<file path="config.mk">
export PLATFORM = sky130hd
export DESIGN_NAME = updown_mod
export DESIGN_NICKNAME = d
export VERILOG_FILES = /design/src/rtl/updown_pkg.sv /design/src/rtl/updown_next.sv /design/src/rtl/updown_mod.sv
export SDC_FILE = /design/constraint.sdc
export NUM_CORES = 1
export LEC_CHECK = 0
export CAP_MARGIN = 20
export CORE_AREA = 5 5 42 44
export DETAILED_ROUTE_END_ITERATION = 8
export DIE_AREA = 0 0 47 49
export PLACE_DENSITY_LB_ADDON = 0.1
export SYNTH_ARGS = -nofsm -noshare
export SYNTH_HDL_FRONTEND = slang
export SYNTH_SLANG_ARGS = --single-unit
</file>
<file path="constraint.sdc">
create_clock -name clk -period 2.9 [get_ports clk]
set_input_delay 0.58 -clock clk [delete_from_list [all_inputs] [get_ports clk]]
set_output_delay 0.58 -clock clk [all_outputs]
set_load 0.05 [all_outputs]
</file>
<file path="src/rtl/updown_pkg.sv">
// Shared constants for the up/down modulo counter: saturation modes and count directions.
package updown_pkg;

  localparam int unsigned MODE_WRAP = 0;
  localparam int unsigned MODE_SAT  = 1;

  localparam logic DIR_UP   = 1'b1;
  localparam logic DIR_DOWN = 1'b0;

endpackage

</file>
<file path="src/rtl/updown_next.sv">
// Combinational next-count and limit-event logic for updown_mod.
module updown_next
  import updown_pkg::*;
#(
  parameter int unsigned WIDTH    = 4,
  parameter int unsigned MODULUS  = 16,
  parameter int unsigned SATURATE = MODE_WRAP
) (
  input  logic [WIDTH-1:0] count,
  input  logic             load,
  input  logic [WIDTH-1:0] data_in,
  input  logic             control,
  input  logic             enable,
  output logic [WIDTH-1:0] count_nxt,
  output logic             limit
);

  // MODULUS-1 always fits in WIDTH bits, so the clamp compare never overflows.
  localparam logic [WIDTH-1:0] MaxCount = WIDTH'(MODULUS - 1);
  localparam bit               Sat      = (SATURATE == MODE_SAT);

  always_comb begin
    count_nxt = count;
    limit     = 1'b0;
    if (load) begin
      count_nxt = (data_in > MaxCount) ? MaxCount : data_in;
    end else if (enable) begin
      if (control == DIR_UP) begin
        if (count == MaxCount) begin
          limit     = 1'b1;
          count_nxt = Sat ? MaxCount : '0;
        end else begin
          count_nxt = count + WIDTH'(1);
        end
      end else begin
        if (count == '0) begin
          limit     = 1'b1;
          count_nxt = Sat ? '0 : MaxCount;
        end else begin
          count_nxt = count - WIDTH'(1);
        end
      end
    end
  end

endmodule

</file>
<file path="src/rtl/updown_mod.sv">
// Up/down modulo counter with load, wrap or saturate at limits, tc pulse and sticky ovf flag.
module updown_mod
  import updown_pkg::*;
#(
  parameter int unsigned WIDTH    = 4,
  parameter int unsigned MODULUS  = 16,
  parameter int unsigned SATURATE = MODE_WRAP
) (
  input  logic             clk,
  input  logic             rst,
  input  logic             load,
  input  logic [WIDTH-1:0] data_in,
  input  logic             control,
  input  logic             enable,
  input  logic             clr_ovf,
  output logic [WIDTH-1:0] count,
  output logic             tc,
  output logic             ovf
);

  if (MODULUS < 2 || MODULUS > (2 ** WIDTH)) begin : gen_bad_modulus
    $fatal(1, "updown_mod: MODULUS must lie in 2..2**WIDTH");
  end

  logic [WIDTH-1:0] count_q, count_d;
  logic             tc_q, ovf_q, limit;

  updown_next #(
    .WIDTH   (WIDTH),
    .MODULUS (MODULUS),
    .SATURATE(SATURATE)
  ) u_next (
    .count    (count_q),
    .load     (load),
    .data_in  (data_in),
    .control  (control),
    .enable   (enable),
    .count_nxt(count_d),
    .limit    (limit)
  );

  always_ff @(posedge clk or posedge rst) begin
    if (rst) begin
      count_q <= '0;
      tc_q    <= 1'b0;
      ovf_q   <= 1'b0;
    end else begin
      count_q <= count_d;
      tc_q    <= limit;
      // A limit event on the same edge as clr_ovf keeps the flag set.
      ovf_q   <= limit | (ovf_q & ~clr_ovf);
    end
  end

  assign count = count_q;
  assign tc    = tc_q;
  assign ovf   = ovf_q;

endmodule

</file>
# Word level (Yosys, flattened, before mapping)
# Index checks and enable logic that the tools add are counted.
dict set report classes {
  add_sub_neg 2
  multipliers 0
  div_mod_pow 0
  magnitude_cmp 1
  eq_ne 1
  shifts 0
  mux 11
  n_bitwise 3
  n_reduce_logical 2
}
# cell n
set ops {}
lappend ops {{4-bit two-way mux} 6}
lappend ops {{1-bit two-way mux} 5}
lappend ops {{4-bit by 1-bit adder with 4-bit output, second input constant} 1}
lappend ops {{4-bit equality test, second input constant} 1}
lappend ops {{4-bit > comparator, second input constant} 1}
lappend ops {{4-bit logical NOT} 1}
lappend ops {{4-bit by 1-bit subtractor with 4-bit output, second input constant} 1}
lappend ops {{2-bit nonzero test} 1}
lappend ops {{1-bit bitwise AND} 1}
lappend ops {{1-bit NOT} 1}
lappend ops {{1-bit OR} 1}
dict set report word_totals {
  reg_bits 6
  latch_bits 0
  ramBits 0
  mem_bits_ro 0
  mem_count 0
}

# Logic depth before layout (Yosys ltp)
dict set report depth {
  depth_word 6
  ltp_mapped 6
  ltp_nobuf 6
}

# Cells and area by module
# A second synthesis with hierarchy kept.
dict set report unflattened {
  hier_cells 41
  area_unflattened_um2 381.6
}
# module n_inst cells_each area_per_inst_um2 seq_area_each_um2
set modules_own_cells {}
lappend modules_own_cells {updown_next 1 32 216.5 0.0}
lappend modules_own_cells {updown_mod 1 9 165.2 150.1}

# Least setup slack after synthesis
# No wires, ideal clock.
dict set report synth_path {
  kind {reg-to-reg}
  startpoint {reg count_q[0] (netlist: count[0])}
  endpoint {reg ovf_q (netlist: ovf)}
  setup_ps 118
  arrival_time_ps 1693
  path_slack_ps 1089
  path_stages_with_launch 7
  path_cell_list {dfrtp_1 -> inv_1 -> ha_1 -> or3b_4 -> o21ai_1 -> and2b_1 -> a21o_1}
}
dict set report synth_between {
  elab_chain_cells 6
  elab_cells_between_ends 8
  cone_classes {1 x eq/ne; 5 x mux; 1 x bitwise; 1 x reduce/logical}
}
# item line_no
set synth_lines {}
lappend synth_lines {{start: declaration} updown_mod.sv:25} ;# logic [WIDTH-1:0] count_q, count_d;
lappend synth_lines {{start signal: assignment} updown_mod.sv:48} ;# count_q <= count_d;
lappend synth_lines {{4-bit equality test / 4-bit logical NOT (equally long branches)} {updown_next.sv:29, updown_next.sv:36}}
lappend synth_lines {{1-bit two-way mux (on tied branches)} {updown_next.sv:29, updown_next.sv:36}}
lappend synth_lines {{1-bit two-way mux *} updown_next.sv:28} ;# if (control == DIR_UP) begin
lappend synth_lines {{1-bit two-way mux *} updown_next.sv:27} ;# end else if (enable) begin
lappend synth_lines {{1-bit two-way mux *} updown_next.sv:25} ;# if (load) begin
lappend synth_lines {{named net limit} updown_mod.sv:26} ;# logic tc_q, ovf_q, limit;
lappend synth_lines {{1-bit OR *} updown_mod.sv:51} ;# ovf_q <= limit | (ovf_q & ~clr_ovf);
lappend synth_lines {{end signal: assignment} updown_mod.sv:51}
lappend synth_lines {{end: declaration} updown_mod.sv:26}
# The timed path passes the listed nets; every way through them passes the cells marked *.
# A chain may end at the register's enable or synchronous reset.

# Worst setup path after layout
dict set report layout_path {
  startpoint {reg count_q[0] (netlist: count[0])}
  endpoint {out count[0]}
}
# item line_no
set layout_rtl {}
lappend layout_rtl {{end: declaration} updown_mod.sv:16} ;# output logic [WIDTH-1:0] count,
# No word-level cell between the ends.

==> run_results.csv <==
group,metric,value,unit
power,total_power,307.7,uW
final_layout,nFillCells,151,
clocking,cts_setup_buffers,0,
floorplan,die_area,0.002303,mm2
final_layout,drive_above_1_share,12.70,%
final_layout,utilization,43.04,%
synth,synthesis.area,425.4,um2
drt,drt-vias-per-instance,4.873,
worst_setup_path,cpPeakStageDelay,0.87,ns
worst_setup_path,path_max_fanout,8,
floorplan,rows,14,
synth,synth_top_area_share,35.29,%
synth,synthesis.nets,59,
power,powerDensity,510.2,mW/mm2
clocking,cts_root_buf,"clkbuf_4",
synth,async_reset_ff_share,100.0,%
final_layout,final_nets,77,
drt,detail-route-antenna-nets,0,
floorplan,pin_count,16,
synth,synth_area_leader_cell,"dfrtp_1",
drt,wl,977,um
clocking,ctsResizeCount,0,
synth,synth_common_cells,"dfrtp_1, inv_1, nand2_1, o21ai_0, a21oi_1",
worst_setup_path,cp-start-kind,"flip-flop",
worst_setup_path,crit_type,"flip-flop to output port",
worst_setup_path,cp_top_family,"buffers and inverters",
worst_setup_path,end_kind,"output port",
global_routing,antenna_found_initial,0,
synth,synth-edff-count,0,
synth,ys_ff_latch,6,
timing,finalSetupTns,0,ns
timing,period_minus_slack,2.197,ns
drt,dr.pass1.iters,4,
final_layout,antenna_cells,0,
synth,ys_warn_count,0,
final_layout,area_growth,41.76,%
power,vdd_drop_max,0.0003087,V
drt,vias,385,
timing,worst_pin_slew,0.5012,ns
min_path,hp-class,"flip-flop to flip-flop",
drt,routedWlPerCell,12.37,um
clocking,hold_buffers,0,
floorplan,core,0.001401,mm2
clocking,ctsLongestPathBuffers,2,
place,io_buffer_count,15,
synth,ys_seq_area_share,35.29,%
synth,synth_cells,47,
global_routing,grt_max_degree,10,
timing,grt_setup_unrepaired,"no",
final_layout,fin_area,603.1,um2
timing,timing.fmax,455.2,MHz
timing,slew_headroom,66.48,%
synth,avgSynthCellArea,9.051,um2
drt,drtIter0Drc,4,
clocking,cts_buffers,3,
timing,hold_violations,0,
place,place_hpwl,774,um
place,place_congestion,0.6687,
timing,fin_worst_skew,0.003726,ns
worst_setup_path,crit_buf_inv,1,
global_routing,globalRouteTotalUtil,9.816,%
clocking,clock_sinks,6,
synth,netlist_top_cells_area,"dfrtp_1, ha_1, inv_1, o21ai_0, xnor2_1",
clocking,cts_tree,"built",
global_routing,grt_pass1_wl,1566,um
clocking,h-tree-depth,1,
place,dpl-instance-area,580.6,um2
synth,ys.flop_type,"dfrtp_1",
run,cap_violations,0,
timing,slew_violations,0,
drt,drc_errors,0,
clocking,clk_pin_slew,0.05,ns
global_routing,grt_pass1_vias,376,
timing,setup_viol,0,
floorplan,die_x,47,um
worst_setup_path,arrival,1.62,ns
worst_setup_path,cp.required,2.32,ns
timing,timing.final.crit_share,75.75,%
worst_setup_path,path_cells,"clkdlybuf4s50_1",
floorplan,start_util,30.36,%
power,leakagePower,0.2706,nW
global_routing,grt-ovfl-total,0,
floorplan,fp.dieH,49,um
status,status,"finished, final reports clean",
worst_setup_path,slowest_stage,"clkdlybuf4s50_1",
synth,synth.distinct_cells,25,
clocking,clkLatencyLatePin,0.25,ns
[sequential cells by signal, indices dropped and copies added (netlist names)]
name   flops
ovf        1
tc         1
count      4
[cell usage in the layout, fill, tap and decap left out, drive strengths merged, types with 2 or more instances in the layout]
cell,count
dfrtp,6
a21oi,3
inv,6
o21ai,6
nand2b,2
nand2,4
xnor2,2
nand4,2
ha,2
clkdlybuf4s50,15
clkbuf,3
[metal layers]
metal  vias to the layer above  wire length (um)  global-route usage, %
li1                        200                 -                      -
met4                         0                18                  5.530
met3                         3                94                  5.535
met1                       165               463                  12.42
met5                         -                 0                      0
met2                        17               400                  12.67
[per-stage QoR]
stage | cells | hold slack [ns] | worst slack (ns)
after floorplan | 47 | 0.3710 | 1.089
after global placement | 76 | 0.4691 | 0.8908
after detailed placement | 76 | 0.4719 | 0.8665
after CTS | 79 | 0.4828 | 0.6898
after global routing | 79 | 0.4964 | 0.6517
final | 79 | 0.4771 | 0.7033
[where the power goes]
part / leakage (nW) / switching (mW) / internal, mW
Combinational: 0.181 / 0.0663 / 0.0530
Clock: 0.0138 / 0.0338 / 0.0470
Sequential: 0.0761 / 0.0152 / 0.0923
[layout make-up]
class	count	area (um2)	area share, %
multi-input combinational	33	237.7	39.42
sequential	6	150.1	24.90
timing repair buffer	15	150.1	24.90
clock buffer	3	22.52	3.734
inverter	6	22.52	3.734
tap	16	20.02	3.320
[path summary, 6_finish.rpt]
kind	to	cells after the start	slack, ns	start
min	ovf	1	0.48	ovf
min in group asynchronous	ovf	2	0.54	rst
max	count[0]	1	0.70	count[0]
min reg2reg	ovf	1	0.48	ovf
max reg2reg	count[0]	6	1.23	count[0]
max in group asynchronous	count[1]	2	2.15	rst
[cells by family after synthesis]
family                     count (synthesis)  synth area share (%)
buffers and inverters                      8                 8.822
DFF                                        6                 35.29
muxes                                      2                 5.000
AOI/OAI and AO/OA                         15                 24.41
adders and majority gates                  2                 5.881
and+or+nand+nor                           12                 16.47
xor gates and xnor gates                   2                 4.118
Power figures use the tool's default switching activity.
